## src/rtl/lsu_mem_ctrl_if.sv

```systemverilog
// Request/response channel between the execute stage and the load/store unit.
// The master side is the execute stage and the slave side is the LSU.
interface lsu_mem_ctrl_if;
  logic        req_valid;
  logic        mem_load;
  logic        mem_store;
  logic [2:0]  funct3;
  logic [31:0] data_address;
  logic [31:0] read_value2;
  logic        req_ready;
  logic        done;
  logic [31:0] read_data;
  logic        misaligned;

  modport master (
    output req_valid, mem_load, mem_store, funct3, data_address, read_value2,
    input  req_ready, done, read_data, misaligned
  );

  modport slave (
    input  req_valid, mem_load, mem_store, funct3, data_address, read_value2,
    output req_ready, done, read_data, misaligned
  );
endinterface

```

## src/rtl/lsu_mem_ctrl.sv

```systemverilog
// Load/store unit between the RV32I execute stage and a synchronous data RAM.
// One request per accept; forms byte enables and lane-replicated write data,
// waits out the RAM read latency and returns the sign/zero-extended result.
// Optional feature macro: MISALIGN_TRAP_EN
//   defined   : misaligned accesses are trapped (no RAM access, done + misaligned)
//   undefined : misaligned tied low, low address bits masked to natural alignment
// Completion timing: no-op/trap -> done at T+1, store -> done at T+2,
// load -> done at T+2+RD_LATENCY (done is registered, so it shows up the cycle
// after ISSUE for stores and the cycle after RESP for loads).
module lsu_mem_ctrl #(
  parameter int RAM_AW     = 10,
  parameter int RD_LATENCY = 1
) (
  input  logic              clk,
  input  logic              reset,
  lsu_mem_ctrl_if.slave     req,
  output logic              ram_en,
  output logic [3:0]        ram_we,
  output logic [RAM_AW-1:0] ram_addr,
  output logic [31:0]       ram_wdata,
  input  logic [31:0]       ram_rdata
);

  typedef enum logic [1:0] {IDLE, ISSUE, WAIT, RESP} state_t;

  // Last WAIT count before the read data is valid (WAIT spans RD_LATENCY-1 cycles).
  localparam logic [1:0] WAIT_LAST = 2'((RD_LATENCY > 1) ? (RD_LATENCY - 2) : 0);

  state_t            state_reg, state_next;
  logic [1:0]        wait_cnt_reg, wait_cnt_next;
  logic [2:0]        funct3_reg;
  logic [1:0]        lane_reg;
  logic              is_load_reg;
  logic              done_reg, done_next;
  logic              misaligned_reg, misaligned_next;
  logic [31:0]       read_data_reg;
  logic              ram_en_reg;
  logic [3:0]        ram_we_reg;
  logic [RAM_AW-1:0] ram_addr_reg;
  logic [31:0]       ram_wdata_reg;

  logic        accept, do_load, do_store, do_access;
  logic        size_byte, size_half, size_word, trap;
  logic [1:0]  lane;
  logic [3:0]  we_dec;
  logic [31:0] wdata_dec;
  logic [31:0] load_result;
  logic [7:0]  byte_sel;
  logic [15:0] half_sel;

  // Upper address bits beyond the RAM are intentionally ignored.
  logic unused_addr_bits;
  assign unused_addr_bits = ^req.data_address[31:RAM_AW+2];

  // Decode the incoming request: access type, size, lane, enables and write data.
  always_comb begin
    do_store  = req.mem_store;                   // store wins when both are set
    do_load   = req.mem_load & ~req.mem_store;
    do_access = do_store | do_load;
    accept    = req.req_valid & (state_reg == IDLE);
    if (do_store) begin
      size_byte = (req.funct3 == 3'b000);
      size_half = (req.funct3 == 3'b001);
    end else begin
      size_byte = (req.funct3[1:0] == 2'b00);    // LB / LBU
      size_half = (req.funct3[1:0] == 2'b01);    // LH / LHU
    end
    size_word = ~size_byte & ~size_half;         // SW/LW and all unlisted codes
    // Lane is masked to natural alignment; only matters when not trapping.
    if (size_byte)      lane = req.data_address[1:0];
    else if (size_half) lane = {req.data_address[1], 1'b0};
    else                lane = 2'b00;
    if (size_byte) begin
      we_dec    = 4'b0001 << lane;
      wdata_dec = {4{req.read_value2[7:0]}};
    end else if (size_half) begin
      we_dec    = 4'b0011 << lane;
      wdata_dec = {2{req.read_value2[15:0]}};
    end else begin
      we_dec    = 4'b1111;
      wdata_dec = req.read_value2;
    end
  end

`ifdef MISALIGN_TRAP_EN
  assign trap = do_access & ((size_half & req.data_address[0]) |
                             (size_word & (req.data_address[1:0] != 2'b00)));
`else
  assign trap = 1'b0;
`endif

  // Next-state logic and completion pulses.
  always_comb begin
    state_next      = state_reg;
    wait_cnt_next   = wait_cnt_reg;
    done_next       = 1'b0;
    misaligned_next = 1'b0;
    case (state_reg)
      IDLE: begin
        if (accept) begin
          if (do_access && !trap) begin
            state_next = ISSUE;
          end else begin
            done_next       = 1'b1;              // no-op or trapped access
            misaligned_next = trap;
          end
        end
      end
      ISSUE: begin
        if (!is_load_reg) begin
          state_next = IDLE;
          done_next  = 1'b1;
        end else if (RD_LATENCY <= 1) begin
          state_next = RESP;
        end else begin
          state_next    = WAIT;
          wait_cnt_next = 2'd0;
        end
      end
      WAIT: begin
        if (wait_cnt_reg == WAIT_LAST) state_next = RESP;
        else                           wait_cnt_next = wait_cnt_reg + 2'd1;
      end
      RESP: begin
        state_next = IDLE;
        done_next  = 1'b1;
      end
      default: state_next = IDLE;
    endcase
  end

  // Select and extend the addressed lane(s) of the returned RAM word.
  always_comb begin
    case (lane_reg)
      2'd0:    byte_sel = ram_rdata[7:0];
      2'd1:    byte_sel = ram_rdata[15:8];
      2'd2:    byte_sel = ram_rdata[23:16];
      default: byte_sel = ram_rdata[31:24];
    endcase
    half_sel = lane_reg[1] ? ram_rdata[31:16] : ram_rdata[15:0];
    case (funct3_reg[1:0])
      2'b00:   load_result = funct3_reg[2] ? {24'd0, byte_sel} : {{24{byte_sel[7]}}, byte_sel};
      2'b01:   load_result = funct3_reg[2] ? {16'd0, half_sel} : {{16{half_sel[15]}}, half_sel};
      default: load_result = ram_rdata;
    endcase
  end

  // FSM state, wait counter and completion flags.
  always_ff @(posedge clk or negedge reset) begin
    if (!reset) begin
      state_reg      <= IDLE;
      wait_cnt_reg   <= 2'd0;
      done_reg       <= 1'b0;
      misaligned_reg <= 1'b0;
    end else begin
      state_reg      <= state_next;
      wait_cnt_reg   <= wait_cnt_next;
      done_reg       <= done_next;
      misaligned_reg <= misaligned_next;
    end
  end

  // Latch the accepted request's attributes for the response path.
  always_ff @(posedge clk or negedge reset) begin
    if (!reset) begin
      funct3_reg  <= 3'd0;
      lane_reg    <= 2'd0;
      is_load_reg <= 1'b0;
    end else if (accept) begin
      funct3_reg  <= req.funct3;
      lane_reg    <= lane;
      is_load_reg <= do_load;
    end
  end

  // Registered RAM interface: ram_en/ram_we pulse for the single ISSUE cycle.
  always_ff @(posedge clk or negedge reset) begin
    if (!reset) begin
      ram_en_reg    <= 1'b0;
      ram_we_reg    <= 4'd0;
      ram_addr_reg  <= '0;
      ram_wdata_reg <= 32'd0;
    end else begin
      ram_en_reg <= 1'b0;
      ram_we_reg <= 4'd0;
      if (accept && do_access && !trap) begin
        ram_en_reg   <= 1'b1;
        ram_we_reg   <= do_store ? we_dec : 4'd0;
        ram_addr_reg <= req.data_address[RAM_AW+1:2];
        if (do_store) ram_wdata_reg <= wdata_dec;
      end
    end
  end

  // Load result register, updated only when a load completes.
  always_ff @(posedge clk or negedge reset) begin
    if (!reset)                 read_data_reg <= 32'd0;
    else if (state_reg == RESP) read_data_reg <= load_result;
  end

  assign req.req_ready  = (state_reg == IDLE);
  assign req.done       = done_reg;
  assign req.read_data  = read_data_reg;
  assign req.misaligned = misaligned_reg;
  assign ram_en         = ram_en_reg;
  assign ram_we         = ram_we_reg;
  assign ram_addr       = ram_addr_reg;
  assign ram_wdata      = ram_wdata_reg;

endmodule

```

## src/flat_wrapper.sv

```systemverilog
// flat-port wrapper written by rule: the top's interface ports become plain ports
module lsu_mem_ctrl_flat 
#(
  parameter int RAM_AW     = 10,
  parameter int RD_LATENCY = 1
)
  (clk, reset, ram_en, ram_we, ram_addr, ram_wdata, ram_rdata, req_req_valid, req_mem_load, req_mem_store, req_funct3, req_data_address, req_read_value2, req_req_ready, req_done, req_read_data, req_misaligned);
  lsu_mem_ctrl_if req_i ();
  input  logic clk;
  input  logic reset;
  output logic ram_en;
  output logic [3:0] ram_we;
  output logic [RAM_AW-1:0] ram_addr;
  output logic [31:0] ram_wdata;
  input  logic [31:0] ram_rdata;
  input wire logic [$bits(req_i.req_valid)-1:0] req_req_valid;
  input wire logic [$bits(req_i.mem_load)-1:0] req_mem_load;
  input wire logic [$bits(req_i.mem_store)-1:0] req_mem_store;
  input wire logic [$bits(req_i.funct3)-1:0] req_funct3;
  input wire logic [$bits(req_i.data_address)-1:0] req_data_address;
  input wire logic [$bits(req_i.read_value2)-1:0] req_read_value2;
  output wire logic [$bits(req_i.req_ready)-1:0] req_req_ready;
  output wire logic [$bits(req_i.done)-1:0] req_done;
  output wire logic [$bits(req_i.read_data)-1:0] req_read_data;
  output wire logic [$bits(req_i.misaligned)-1:0] req_misaligned;
  assign req_i.req_valid = req_req_valid;
  assign req_i.mem_load = req_mem_load;
  assign req_i.mem_store = req_mem_store;
  assign req_i.funct3 = req_funct3;
  assign req_i.data_address = req_data_address;
  assign req_i.read_value2 = req_read_value2;
  assign req_req_ready = req_i.req_ready;
  assign req_done = req_i.done;
  assign req_read_data = req_i.read_data;
  assign req_misaligned = req_i.misaligned;
  lsu_mem_ctrl #(.RAM_AW(RAM_AW), .RD_LATENCY(RD_LATENCY)) u_core (.clk(clk), .reset(reset), .req(req_i), .ram_en(ram_en), .ram_we(ram_we), .ram_addr(ram_addr), .ram_wdata(ram_wdata), .ram_rdata(ram_rdata));
endmodule
```

## config.mk

```make
export PLATFORM = sky130hd
export DESIGN_NAME = lsu_mem_ctrl_flat
export DESIGN_NICKNAME = d
export VERILOG_FILES = /design/src/rtl/lsu_mem_ctrl_if.sv /design/src/rtl/lsu_mem_ctrl.sv /design/src/flat_wrapper.sv
export SDC_FILE = /design/constraint.sdc
export NUM_CORES = 1
export LEC_CHECK = 0
export CAP_MARGIN = 20
export CELL_PAD_IN_SITES_DETAIL_PLACEMENT = 1
export CELL_PAD_IN_SITES_GLOBAL_PLACEMENT = 1
export CORE_ASPECT_RATIO = 0.5
export CORE_MARGIN = 2
export CORE_UTILIZATION = 25
export CTS_BUF_LIST = sky130_fd_sc_hd__clkbuf_16
export DETAILED_ROUTE_END_ITERATION = 10
export GPL_TIMING_DRIVEN = 0
export PLACE_DENSITY = 0.76
export SLEW_MARGIN = 20
export SYNTH_ARGS = -nofsm -noshare
export SYNTH_HDL_FRONTEND = slang
export SYNTH_SLANG_ARGS = --single-unit
```

## constraint.sdc

```tcl
create_clock -name clk -period 1.56 [get_ports clk]
set_clock_uncertainty 0.05 [all_clocks]
set_input_delay 0.234 -clock clk [delete_from_list [all_inputs] [get_ports clk]]
set_output_delay 0.234 -clock clk [all_outputs]
set_load 0.005 [all_outputs]
```

==> run summary, run 1 <==
Min Hold Slack = 0.1612 ns
Drt first pass iters = 4
Total CTS buffers = 9
Iteration-0 DRC count of the detailed router = 137
Leak pwr = 3.297 nW
Pwr Total = 12.75 mW
Critical Path End Type = register
Leading area contributor after synthesis = dfrtp_1
CORE AREA = 0.01719 mm²
Total wire length = 16170 µm
Xor and xnor area share after synthesis = 0.2013%
First-pass GRT wire length = 24490 µm
Worst vdd ir = 0.0007313 V
Setup TNS = -0.06103 ns
Synthesized flop and latch total = 90
Mapped Nets = 526
Crit-path cells = buf_6, nor3b_4, a22oi_2, o22a_1, a21oi_1
Count of cell types in the netlist = 45
Vias in the first global route = 4307
Worst endpoint required time = 1.78 ns
Nets = 723
Global placement routability congestion = 0.8453
P&R area growth vs syn = 67.01%
Area of the multi-input gates = 0.002177 mm²
DRC violations left = 0
Port buffer count = 163
Crit path buffers/inverters = 1
CTS sink count = 90
Most common cell after layout, fill and taps aside = clkdlybuf4s50_1
CTS tree = built
Fillcell total = 1906
# H-tree levels = 3
Largest net degree at the start of global routing = 73
Clk slew on worst S/H paths = 0.07 ns
Synthesized area per cell = 10.36 µm²
Worst-path fanout max = 10
Storage element area = 0.002256 mm²
Final Util = 42.28%
Std-Cell Rows = 34
Cells after synthesis = 420
Minimum clock period = 1.581 ns
Status = finished with violations
Area share of and/or/nand/nor cells after synthesis = 13.11%
Endpoints failing setup = 11
GRT Util Overall = 17.01%
Vias = 4040
Startpoint Class = register
Synth Area in Compound Gates = 16.22%
Hold Vio Cnt, Final = 0
Post-route ant nets = 0
Num ports = 186
Root Driver = clkbuf_16
Post-synthesis sequential area ratio = 51.77%
Post-synthesis cell area = 0.004350 mm²
Non-Filler Instances = 855
Hold crit path type = input pin to register
Die Area = 0.01854 mm²
Fin crit share = 101.3%
Initial Util = 25.31%
Total power per unit cell area = 1755 mW/mm²
Setup CP Type = register to register
Failing checks = negative setup slack
Most frequent cells in the layout = clkdlybuf4s50_1 (139), dfrtp_1 (87), nor2_1 (46)
RSZ-0062 raised after global routing = yes
Ys flop type = dfrtp_1
Largest family of logic cells by synthesized area = compound AO/OA/AOI/OAI gates
Die Y = 97.28 µm
Top-area cell type share of the netlist area = 51.77%
Slowest cell on crit path = dfrtp_1
Fmax = 0.6325 GHz
Clock Latency Late Sink = 0.33 ns
Post-synthesis adder-cell area fraction = 0.5752%
Congestion Overflow GR = 0
Drt via density = 4.725
Diode count = 0
Share of layout cells above drive strength 1 = 26.25%
Area contributors post-synth = dfrtp_1 (52%), mux2i_1 (7.4%), nand2_1 (5.1%)
Detail Placement HPWL = 11240 µm
Final worst slack = -0.02095 ns
Critical Path Max Stage Delay = 0.41 ns
Post-Place Cells = 818
CP Data Arrival Time = 1.80 ns
Pins Over Slew Limit = 0
CP delay by family, top = compound AO/OA/AOI/OAI gates
Initial antenna violation count = 0
Deepest clock path buffer count = 2
EDFF count, synth = 0
Max-Cap Viols = 0
Wire per inst = 18.91 µm
Mux cell area share after synthesis = 12.97%
Asr flop ratio synth = 100.0%
Die width = 190.6 µm
Synthesis warning total = 0
[repair_timing]
action	CTS	global route
endpoints found under the hold margin	18	0
hold buffers	1	0
setup endpoints to repair	75	83
gates cloned	1	4
pin swaps	6	24
buffers inserted	8	10
gates resized for setup	48	95
[kinds of logic (layout without fill, tap and decap cells)]
| group | after synthesis | after routing |
|---|---|---|
| AOI/OAI and AO/OA | 112 | 112 |
| xor gates and xnor gates | 1 | 1 |
| adders and majority gates | 2 | 2 |
| buffers and inverters | 37 | 237 |
| DFF | 90 | 90 |
| muxes | 51 | 51 |
| other | 1 | 1 |
| and+or+nand+nor | 126 | 127 |
[per-stage QoR]
step / instance area [µm²] / worst slack [ns]
global placement: 6277 / -3.387
CTS: 6835 / -0.03276
global route: 7266 / -0.09225
finish: 7266 / -0.02095
detailed placement: 6306 / -0.7149
floorplan: 4353 / 0.02068
[area by class of cell]
type | count | share of cell area, %
multi-input combinational | 294 | 29.96
sequential | 90 | 31.05
clock inverter | 6 | 1.154
timing repair buffer | 187 | 26.67
inverter | 7 | 0.3616
tap | 234 | 4.030
clock buffer | 9 | 3.100
buffer | 28 | 3.668
[synth_stat cells (2+ instances only)]
master    instances
nor3_1            2
a21oi_2          10
nand2b_1          3
mux2i_1          32
mux2_2           11
inv_1             6
buf_6             7
a22oi_1           6
buf_4             5
nand2_1          59
nor2_1           48
a21o_1            3
ha_1              2
o21ai_1          19
a221oi_1          9
clkbuf_1         10
a21oi_1          42
o22a_1            6
buf_2             8
dfrtp_1          90
mux2_4            8
o21ai_0          11
[where the power goes]
part	leakage [nW]	internal [mW]	switching [mW]
sequential	1.07	3.42	0.737
clock	0.150	1.39	0.936
combinational	2.08	3.60	2.67
[per-layer routing]
metal  routed length (µm)  track usage [%]
met5                    0                0
met4                  127            3.757
met3                  751            3.756
met2                 7852            29.12
met1                 7434            21.97
[worst reg2reg max path, delay by kind of cell (launching register included)]
kind                   cells  cell delay [ns]
buffers and inverters      1             0.16
DFF                        1             0.41
AOI/OAI and AO/OA          3             0.51
and+or+nand+nor            1             0.39
[final timing paths]
path	from	endpoint	slack (ns)	cells after the start
setup / recovery	u_core.funct3_reg[1]	u_core.req.read_data[5]	-0.02	5
hold / removal	req_funct3[1]	u_core.funct3_reg[1]	0.16	3
setup reg to reg	u_core.funct3_reg[1]	u_core.req.read_data[5]	-0.02	5
hold reg to reg	u_core.ram_wdata[18]	u_core.ram_wdata[18]	0.43	2
max in group asynchronous	reset	u_core.state_reg[0]	0.57	3
min in group asynchronous	reset	u_core.req.read_data[14]	0.24	2
Note: power is estimated with default switching activity, not from simulation.
==> run 2: changes to the inputs <==
CAP_MARGIN = unset   (was 20)
==> results of run 2 <==
No change in the layout: final DEF, timing and power equal those of run 1.
==> run 3: changes to the inputs <==
==> constraint.sdc (replaced) <==
create_clock -name clk -period 1.56 [get_ports clk]
set_clock_uncertainty 0.05 [all_clocks]
set_input_delay 0.312 -clock clk [delete_from_list [all_inputs] [get_ports clk]]
set_output_delay 0.312 -clock clk [all_outputs]
set_load 0.005 [all_outputs]
==> run summary, run 3 (same netlist as run 1, synthesis figures left out) <==
Cell mode on critical path = buf_6
Worst vdd ir = 0.0006326 V
Endpoints failing setup = 16
Post-route ant nets = 0
RSZ-0062 raised after global routing = yes
Iteration-0 DRC count of the detailed router = 99
Combinational share of power = 47.1%
Nets = 729
Initial antenna violation count = 0
Initial Util = 25.31%
Vias in the first global route = 4349
First-pass GRT wire length = 24630 µm
Startpoint Class = register
Min Hold Slack = 0.3081 ns
Port buffer count = 163
Wire per inst = 18.74 µm
CP delay by family, top = compound AO/OA/AOI/OAI gates
Total power per unit cell area = 1693 mW/mm²
Max-Cap Viols = 0
Hold crit path type = input pin to register
Area after DPL = 0.006306 mm²
GRT Util Overall = 17.08%
Worst-path fanout max = 6
Slowest cell on crit path = dfrtp_1
Seq pwr share = 33.8%
Minimum clock period = 1.599 ns
Hold path cells = 3
Switching pwr = 4.303 mW
Vias = 4034
Congestion Overflow GR = 0
Clk slew on worst S/H paths = 0.07 ns
Fmax = 0.6253 GHz
Critical Path End Type = register
CP Data Arrival Time = 1.77 ns
Drt via density = 4.685
P_int = 7.876 mW
Crit-path cells = buf_6, mux2i_1, o21ai_2, a211oi_4, buf_6, buf_6, a21oi_2
Hold Path Sink = u_core.funct3_reg[2]
CTS tree = built
Reg2Reg Depth = 7
Die width = 190.6 µm
FF-to-FF setup slack = -0.04 ns
Total CTS buffers = 9
Crit path buffers/inverters = 3
Clk network pwr share = 19.1%
Fin crit share = 102.5%
Most frequent cells in the layout = dfrtp_1 (87), clkdlybuf4s50_1 (79), dlygate4sd2_1 (74)
DRC violations left = 0
Leak pwr = 3.288 nW
Deepest clock path buffer count = 2
Switching Share = 35.33%
Critical Path Max Stage Delay = 0.34 ns
Global placement routability congestion = 0.8453
Slew @ Worst Pin = 0.5203 ns
Total wire length = 16140 µm
Die Area = 0.01854 mm²
Root Driver = clkbuf_16
RR Startpoint = u_core.lane_reg[1]
Status = finished with violations
CORE AREA = 0.01719 mm²
Detail Placement HPWL = 11240 µm
Num ports = 186
Diode count = 0
Source of the worst hold timing path = req_funct3[2]
Hold Vio Cnt, Final = 0
Most common cell after layout, fill and taps aside = dfrtp_1
P&R area growth vs syn = 65.37%
Die Y = 97.28 µm
Design Area, Final = 0.007194 mm²
Setup CP Type = register to register
Final worst slack = -0.03928 ns
Clock Latency Late Sink = 0.33 ns
Worst endpoint required time = 1.74 ns
Slew margin rel. = 65.31%
R2R Path End = u_core.req.read_data[29]
Pins Over Slew Limit = 0
Failing checks = negative setup slack
Share of layout cells above drive strength 1 = 26.63%
Drt first pass iters = 4
# H-tree levels = 3
Std-Cell Rows = 34
CTS sink count = 90
Largest net degree at the start of global routing = 73
-- run 3: layout make-up --
class / instances / area, µm²
Timing Repair Buffer: 193 / 1856
Sequential cell: 90 / 2256
Buffer: 28 / 262.8
Multi-Input combinational cell: 294 / 2192
Tap cell: 234 / 292.8
Inverter: 7 / 26.28
Clock buffer: 9 / 225.2
Fill cell: 1934 / 9992
Clock inverter: 6 / 83.83
-- run 3: worst register-to-register path: stages, from the launching register on --
cell	delay (ns)
dfrtp_1	0.34
buf_6	0.13
mux2i_1	0.22
o21ai_2	0.10
a211oi_4	0.30
buf_6	0.17
buf_6	0.13
a21oi_2	0.06
-- run 3: through the flow --
| stage | util [%] | setup slack [ns] | total power, mW | TNS [ns] | std cells |
|---|---|---|---|---|---|
| finish | 41.86 | -0.03928 | 12.18 | -0.3046 | 861 |
| global route | 41.86 | -0.09798 | 13.00 | -2.432 | 861 |
| CTS | 39.55 | -0.04854 | 11.66 | -0.3275 | 849 |
| detailed placement | 36.69 | -0.7929 | 9.460 | -36.37 | 818 |
| global placement | 36.52 | -3.465 | 9.285 | -344.07 | 817 |
| floorplan | - | 0.01672 | 6.355 | 0 | 420 |
-- run 3: timing repair --
| item | CTS | global route |
|---|---|---|
| endpoints found under the setup margin | 150 | 81 |
| cloned | 1 | 4 |
| pin swaps | 4 | 26 |
| setup buffers | 16 | 8 |
| hold buffers | 1 | 0 |
| endpoints found under the hold margin | 18 | 0 |
| gates resized for setup | 117 | 82 |
-- run 3: worst max path at each step --
stage | start | endpoint | slack [ns] | cells after the start
after floorplan | req_funct3[2] | u_core.ram_we[2] | 0.02 | 7
after global placement | reset | u_core.ram_wdata[4] | -3.47 | 1
after detailed placement | req_mem_store | u_core.ram_we[2] | -0.79 | 8
after CTS | u_core.lane_reg[1] | u_core.req.read_data[29] | -0.05 | 7
after global routing | u_core.lane_reg[1] | u_core.req.read_data[18] | -0.1 | 7
final | u_core.lane_reg[1] | u_core.req.read_data[29] | -0.04 | 7
-- run 3: per-layer routing --
metal  track usage (%)  up-vias  wire, µm
met5                 0        -         0
met3             3.756       12       787
met1             22.06     2042      7430
met4             4.174        0       159
met2             29.06      109      7760
li1                  -     1871         -
-- run 3: power by group through the flow --
stage / registers [mW] / clock network, mW / logic [mW]
final: 4.11 / 2.33 / 5.73
after global routing: 4.27 / 2.49 / 6.24
after CTS: 4.06 / 2.40 / 5.19
after detailed placement: 4.08 / 0 / 5.38
after global placement: 4.04 / 0 / 5.24
after floorplan: 4.07 / 0 / 2.28
==> RTL edit 1: new RTL, flow settings as in run 1 <==
Add a define of `MISALIGN_TRAP_EN`.
--- a/src/rtl/lsu_mem_ctrl.sv
+++ b/src/rtl/lsu_mem_ctrl.sv
@@ -7,6 +7,8 @@
 // Completion timing: no-op/trap -> done at T+1, store -> done at T+2,
 // load -> done at T+2+RD_LATENCY (done is registered, so it shows up the cycle
 // after ISSUE for stores and the cycle after RESP for loads).
+`define MISALIGN_TRAP_EN
+
 module lsu_mem_ctrl #(
   parameter int RAM_AW     = 10,
   parameter int RD_LATENCY = 1
Behaviour: not the same (Yosys sat finds a counterexample within 4 cycles, from zero or initial values and one cycle with reset low).
==> RTL edit 1 against run 1 <==
- via count stayed put
- sequential cell count rose by 1
- highest routed layer unchanged
- non-clock buffer count rose by 1
- setup slack lost 0.14 ns
- worst hold slack got worse by 0.055 ns
- power fell by 5.2%
- area after synthesis down 0.66%
- core utilization grew 1.1 points
- critical path type unchanged
- the run still ends with negative setup slack left
- wire length shrank 4.5%
- synthesized cell count up 0.48%
- cell area fell by 0.69%
==> RTL edit 1: results <==
[run_status]
status = complete, but fails checks
violations = negative setup slack

[synth]
async_flop_share_pct = 100
synthTopCellsByArea = dfrtp_1, mux2i_1, o21ai_0
syn-num-nets = 527
synthTopCellsByCount = dfrtp_1, nand2_1, o21ai_0
ys_types = 41
synthCells = 422
seq_area_frac_synth_pct = 52.7

[cells_and_area]
nFillCells = 1825
nets = 725
stdcell_count = 852
layout-drive-gt1-share_pct = 24.8

[hold_path]
whs_path_depth = 2
min_to = u_core.ram_we[0]
hold_start = req_data_address[1]

[timing]
layout_setup_ws_ns = -0.164
tns_ns = -3.06
setup_viol_count_final = 37

[critical_path]
slowest_delay_ns = 0.44
cpLargestDelayFamily = flip-flops
cp_max_fo = 8
slowest_stage = dfrtp_2
critPathArrivalTime_ns = 1.91

[pwr]
powerSeq_mw = 4.18
leakage_nw = 3.16
p_int_mw = 8.09
irDropWorstVdd_mv = 0.689
clkPwrFrac_pct = 18.6

[placement]
dp_hpwl_microns = 11200
gp_congestion = 0.776

[clock_tree]
cts_root_buf = clkbuf_16
clk_latency_ns = 0.35

[drt]
drt_iter0_drc = 167
wl_per_cell_microns = 18.1
via_per_inst = 4.74

[global_route]
grt_pass1_vias = 4358
grt_start_max_net_pins = 74
grt_pass1_wl_microns = 24400
grt_use_total_pct = 17.1
==> RTL edit 1: cell types whose count changed in the layout (fill, tap and decap cells not counted), sizes merged, moves of 6 or more <==
cell	delta
a221o	+7
a22oi	-6
clkdlybuf4s50	+8
nand3	+11
o21ai	+24
dlymetal6s2s	-8
nor2	-19
a21oi	-18
==> RTL edit 1: repair_timing <==
item	CTS	global route
endpoints found under the hold margin	18	0
gates resized for setup	107	67
buffers inserted	14	9
pin swaps	24	7
hold buffers	1	0
setup endpoints to repair	81	88
cloned	2	0
==> RTL edit 1: worst max path at each step <==
stage / slack [ns] / startpoint / cells after the start / end
6_report: -0.16 / u_core.state_reg[0] / 5 / u_core.ram_wdata[7]
3_5_place_dp: -0.79 / req_mem_store / 6 / u_core.ram_wdata[7]
2_1_floorplan: -0.03 / u_core.state_reg[1] / 6 / u_core.ram_addr[0]
3_3_place_gp: -3.30 / reset / 1 / u_core.req.read_data[16]
5_1_grt: -0.21 / u_core.state_reg[0] / 5 / u_core.ram_wdata[7]
4_1_cts: -0.19 / u_core.state_reg[0] / 5 / u_core.ram_wdata[7]
==> RTL edit 1: per-layer routing <==
layer | wire, microns | share of wire [%] | vias to the layer above | global-route usage, %
met5 | 0 | 0 | - | 0
met4 | 193 | 1.2 | 0 | 4.71
met3 | 795 | 5.1 | 15 | 4.64
met2 | 7540 | 49 | 98 | 28.7
met1 | 6910 | 45 | 2038 | 21.7
li1 | - | - | 1889 | -
==> RTL edit 1: cell type report <==
type                    instances  share of cell area, %
multi-input cells             296                   30.0
clock inverters                 7                   1.06
flip-flops and latches         91                   31.6
repair buffers                188                   26.6
clock buffers                   9                   3.12
plain buffers                  28                   3.31
inverters                       6                  0.347
well taps                     227                   3.94
==> RTL edit 1: per-stage QoR <==
| step | hold slack [ns] | cell area, sq um | setup slack [ns] | power (mW) | util [%] |
|---|---|---|---|---|---|
| 4_1_cts | 0.0832 | 6990 | -0.189 | 11.9 | 42.0 |
| 2_1_floorplan | -0.112 | 4320 | -0.0273 | 6.02 | - |
| 6_report | 0.107 | 7220 | -0.164 | 12.1 | 43.4 |
| 5_1_grt | 0.112 | 7220 | -0.213 | 12.9 | 43.4 |
| 3_5_place_dp | 0.0407 | 6270 | -0.794 | 9.10 | 37.7 |
| 3_3_place_gp | 0.416 | 6240 | -3.30 | 8.91 | 37.5 |
==> RTL edit 1: cells by family (layout without fill, tap and decap cells) <==
| logic type | after synthesis | count (layout) | synth area share, % |
|---|---|---|---|
| and+or+nand+nor | 124 | 124 | 12.8 |
| AOI/OAI and AO/OA | 117 | 117 | 16.4 |
| DFF | 91 | 91 | 52.7 |
| muxes | 50 | 50 | 13.0 |
| buffers and inverters | 35 | 238 | 4.00 |
| xor gates and xnor gates | 4 | 4 | 0.811 |
| adders and majority gates | 1 | 1 | 0.289 |
==> RTL edit 2: new RTL, config.mk and constraints of run 1 <==
Without the edit above. Encoding of `state_t`: now one-hot (4 bits for 4 states).
--- a/src/rtl/lsu_mem_ctrl.sv
+++ b/src/rtl/lsu_mem_ctrl.sv
@@ -21,7 +21,7 @@
   input  logic [31:0]       ram_rdata
 );
 
-  typedef enum logic [1:0] {IDLE, ISSUE, WAIT, RESP} state_t;
+  typedef enum logic [3:0] {IDLE = 4'b0001, ISSUE = 4'b0010, WAIT = 4'b0100, RESP = 4'b1000} state_t;
 
   // Last WAIT count before the read data is valid (WAIT spans RD_LATENCY-1 cycles).
   localparam logic [1:0] WAIT_LAST = 2'((RD_LATENCY > 1) ? (RD_LATENCY - 2) : 0);
Formal check against the unedited RTL: no difference found for any inputs over 10 cycles, from zero or initial values and one cycle with reset low; not proved beyond that.
==> RTL edit 2 against run 1 <==
- setup slack got worse by 0.13 ns
- power is 30% lower
- wire length up 0.72%
- the run still ends with negative setup slack left
- area after synthesis shrank 2.0%
- sequential cell count shrank 1
- cell area is 4.2% higher
- highest routed layer unchanged
- sequential share of layout area fell by 1.6 points
==> RTL edit 2: results <==
[timing]
tns_ns = -5.29
setup_viol_count_final = 73
layout_setup_ws_ns = -0.149
layout_min_cycle_time_ns = 1.71

[cells_and_area]
nets = 726
nFillCells = 1772
stdcell_count = 853

[die]
fp-row-count = 33

[placement]
dp.cells = 796
dp_hpwl_microns = 11200
gp_congestion = 0.829

[synth]
syn_area_per_cell_sq_um = 10.5
synthTopCellsByCount = dfrtp_1, nand2_1, o21ai_0
seq_area_frac_synth_pct = 52.2
ys_types = 47
synthTopCellsByArea = dfrtp_1, mux2i_1, o21ai_0
syn-num-nets = 510

[global_route]
gr-usage-met1_pct = 21.9
grt_pass1_wl_microns = 24600
grtUsageMet3_pct = 4.78
grt_start_max_net_pins = 50
grt_use_total_pct = 18.0

[pwr]
irDropWorstVdd_mv = 0.638

[critical_path]
cp_max_fo = 5

[run_status]
violations = negative setup slack
status = complete, but fails checks

[hold_path]
hold_path_class = in -> async

[drt]
drt-total-wl_microns = 16300
via_per_inst = 4.67
## RTL edit 2: cell types whose count changed after synthesis, moves of 8 or more
cell and change:
a21oi_1 -18, a221oi_1 -9, mux2_1 +18, mux2_2 -8, mux2_4 -8, nor2_1 -29
o21ai_0 +39, o21ai_1 -14
## RTL edit 2: kinds of logic (layout without fill, tap and decap cells)
family	after synthesis	after routing	share of synthesized area [%]
flops	89	89	52.2
buf+inv	34	255	4.22
mux	52	52	13.2
other cells	1	1	0.0879
fa+ha+maj	1	1	0.293
simple gates	104	104	11.9
compound gates	124	124	18.1
## RTL edit 2: path summary, 6_finish.rpt
| kind | from | endpoint | slack (ns) |
|---|---|---|---|
| max | u_core.state_reg[0] | u_core.ram_addr[1] | -0.15 |
| min | reset | u_core.req.read_data[12] | 0.34 |
| max reg2reg | u_core.state_reg[0] | u_core.ram_addr[1] | -0.15 |
| min reg2reg | u_core.req.read_data[3] | u_core.req.read_data[3] | 0.44 |
| max in group asynchronous | reset | u_core.ram_wdata[9] | 0.53 |
| min in group clk | req_mem_store | u_core.req.done | 0.36 |
## RTL edit 2: layout make-up
class / count / area [sq um] / share of cell area [%]
inverters: 4 / 15.0 / 0.198
flip-flops and latches: 89 / 2230 / 29.5
clock inverters: 7 / 93.8 / 1.24
multi-input cells: 282 / 2220 / 29.4
repair buffers: 207 / 2160 / 28.5
clock buffers: 9 / 225 / 2.98
well taps: 227 / 284 / 3.75
plain buffers: 28 / 344 / 4.55
## RTL edit 2: layer usage
metal / vias to the layer above / routed length [microns]
li1: 1863 / -
met1: 2005 / 7020
met2: 97 / 8210
met3: 17 / 826
met4: 0 / 227
met5: - / 0
## RTL edit 2: critical path, cell delays in order, from the launching register on
cell and delay, ns:
dfstp_2 0.54, nor3b_4 0.23, nand2_2 0.11, nor2_4 0.17, buf_6 0.17, mux2_4 0.31
## RTL edit 2: through the flow
step / util [%] / total power [mW] / hold WS, ns / cell area, sq um
2_1_floorplan: - / 4.15 / -0.112 / 4280
3_3_place_gp: 37.5 / 5.78 / 0.412 / 6190
3_5_place_dp: 37.7 / 5.89 / 0.168 / 6220
4_1_cts: 43.4 / 8.77 / 0.359 / 7160
5_1_grt: 45.8 / 9.45 / 0.373 / 7570
6_report: 45.8 / 8.94 / 0.335 / 7570
## RTL edit 2: timing repair
item                                   in CTS  in global routing
cloned                                      6                  0
buffers inserted                           24                 15
resized for setup                         136                101
hold buffers                                1                  0
setup endpoints to repair                  84                109
pin swaps                                  28                 12
endpoints found under the hold margin      47                  0
## RTL edit 2: power by group
group | switching [mW] | internal (mW) | total [mW]
clock | 0.989 | 1.40 | 2.39
combinational | 1.29 | 2.01 | 3.31
sequential | 0.370 | 2.87 | 3.24
total | 2.65 | 6.28 | 8.94
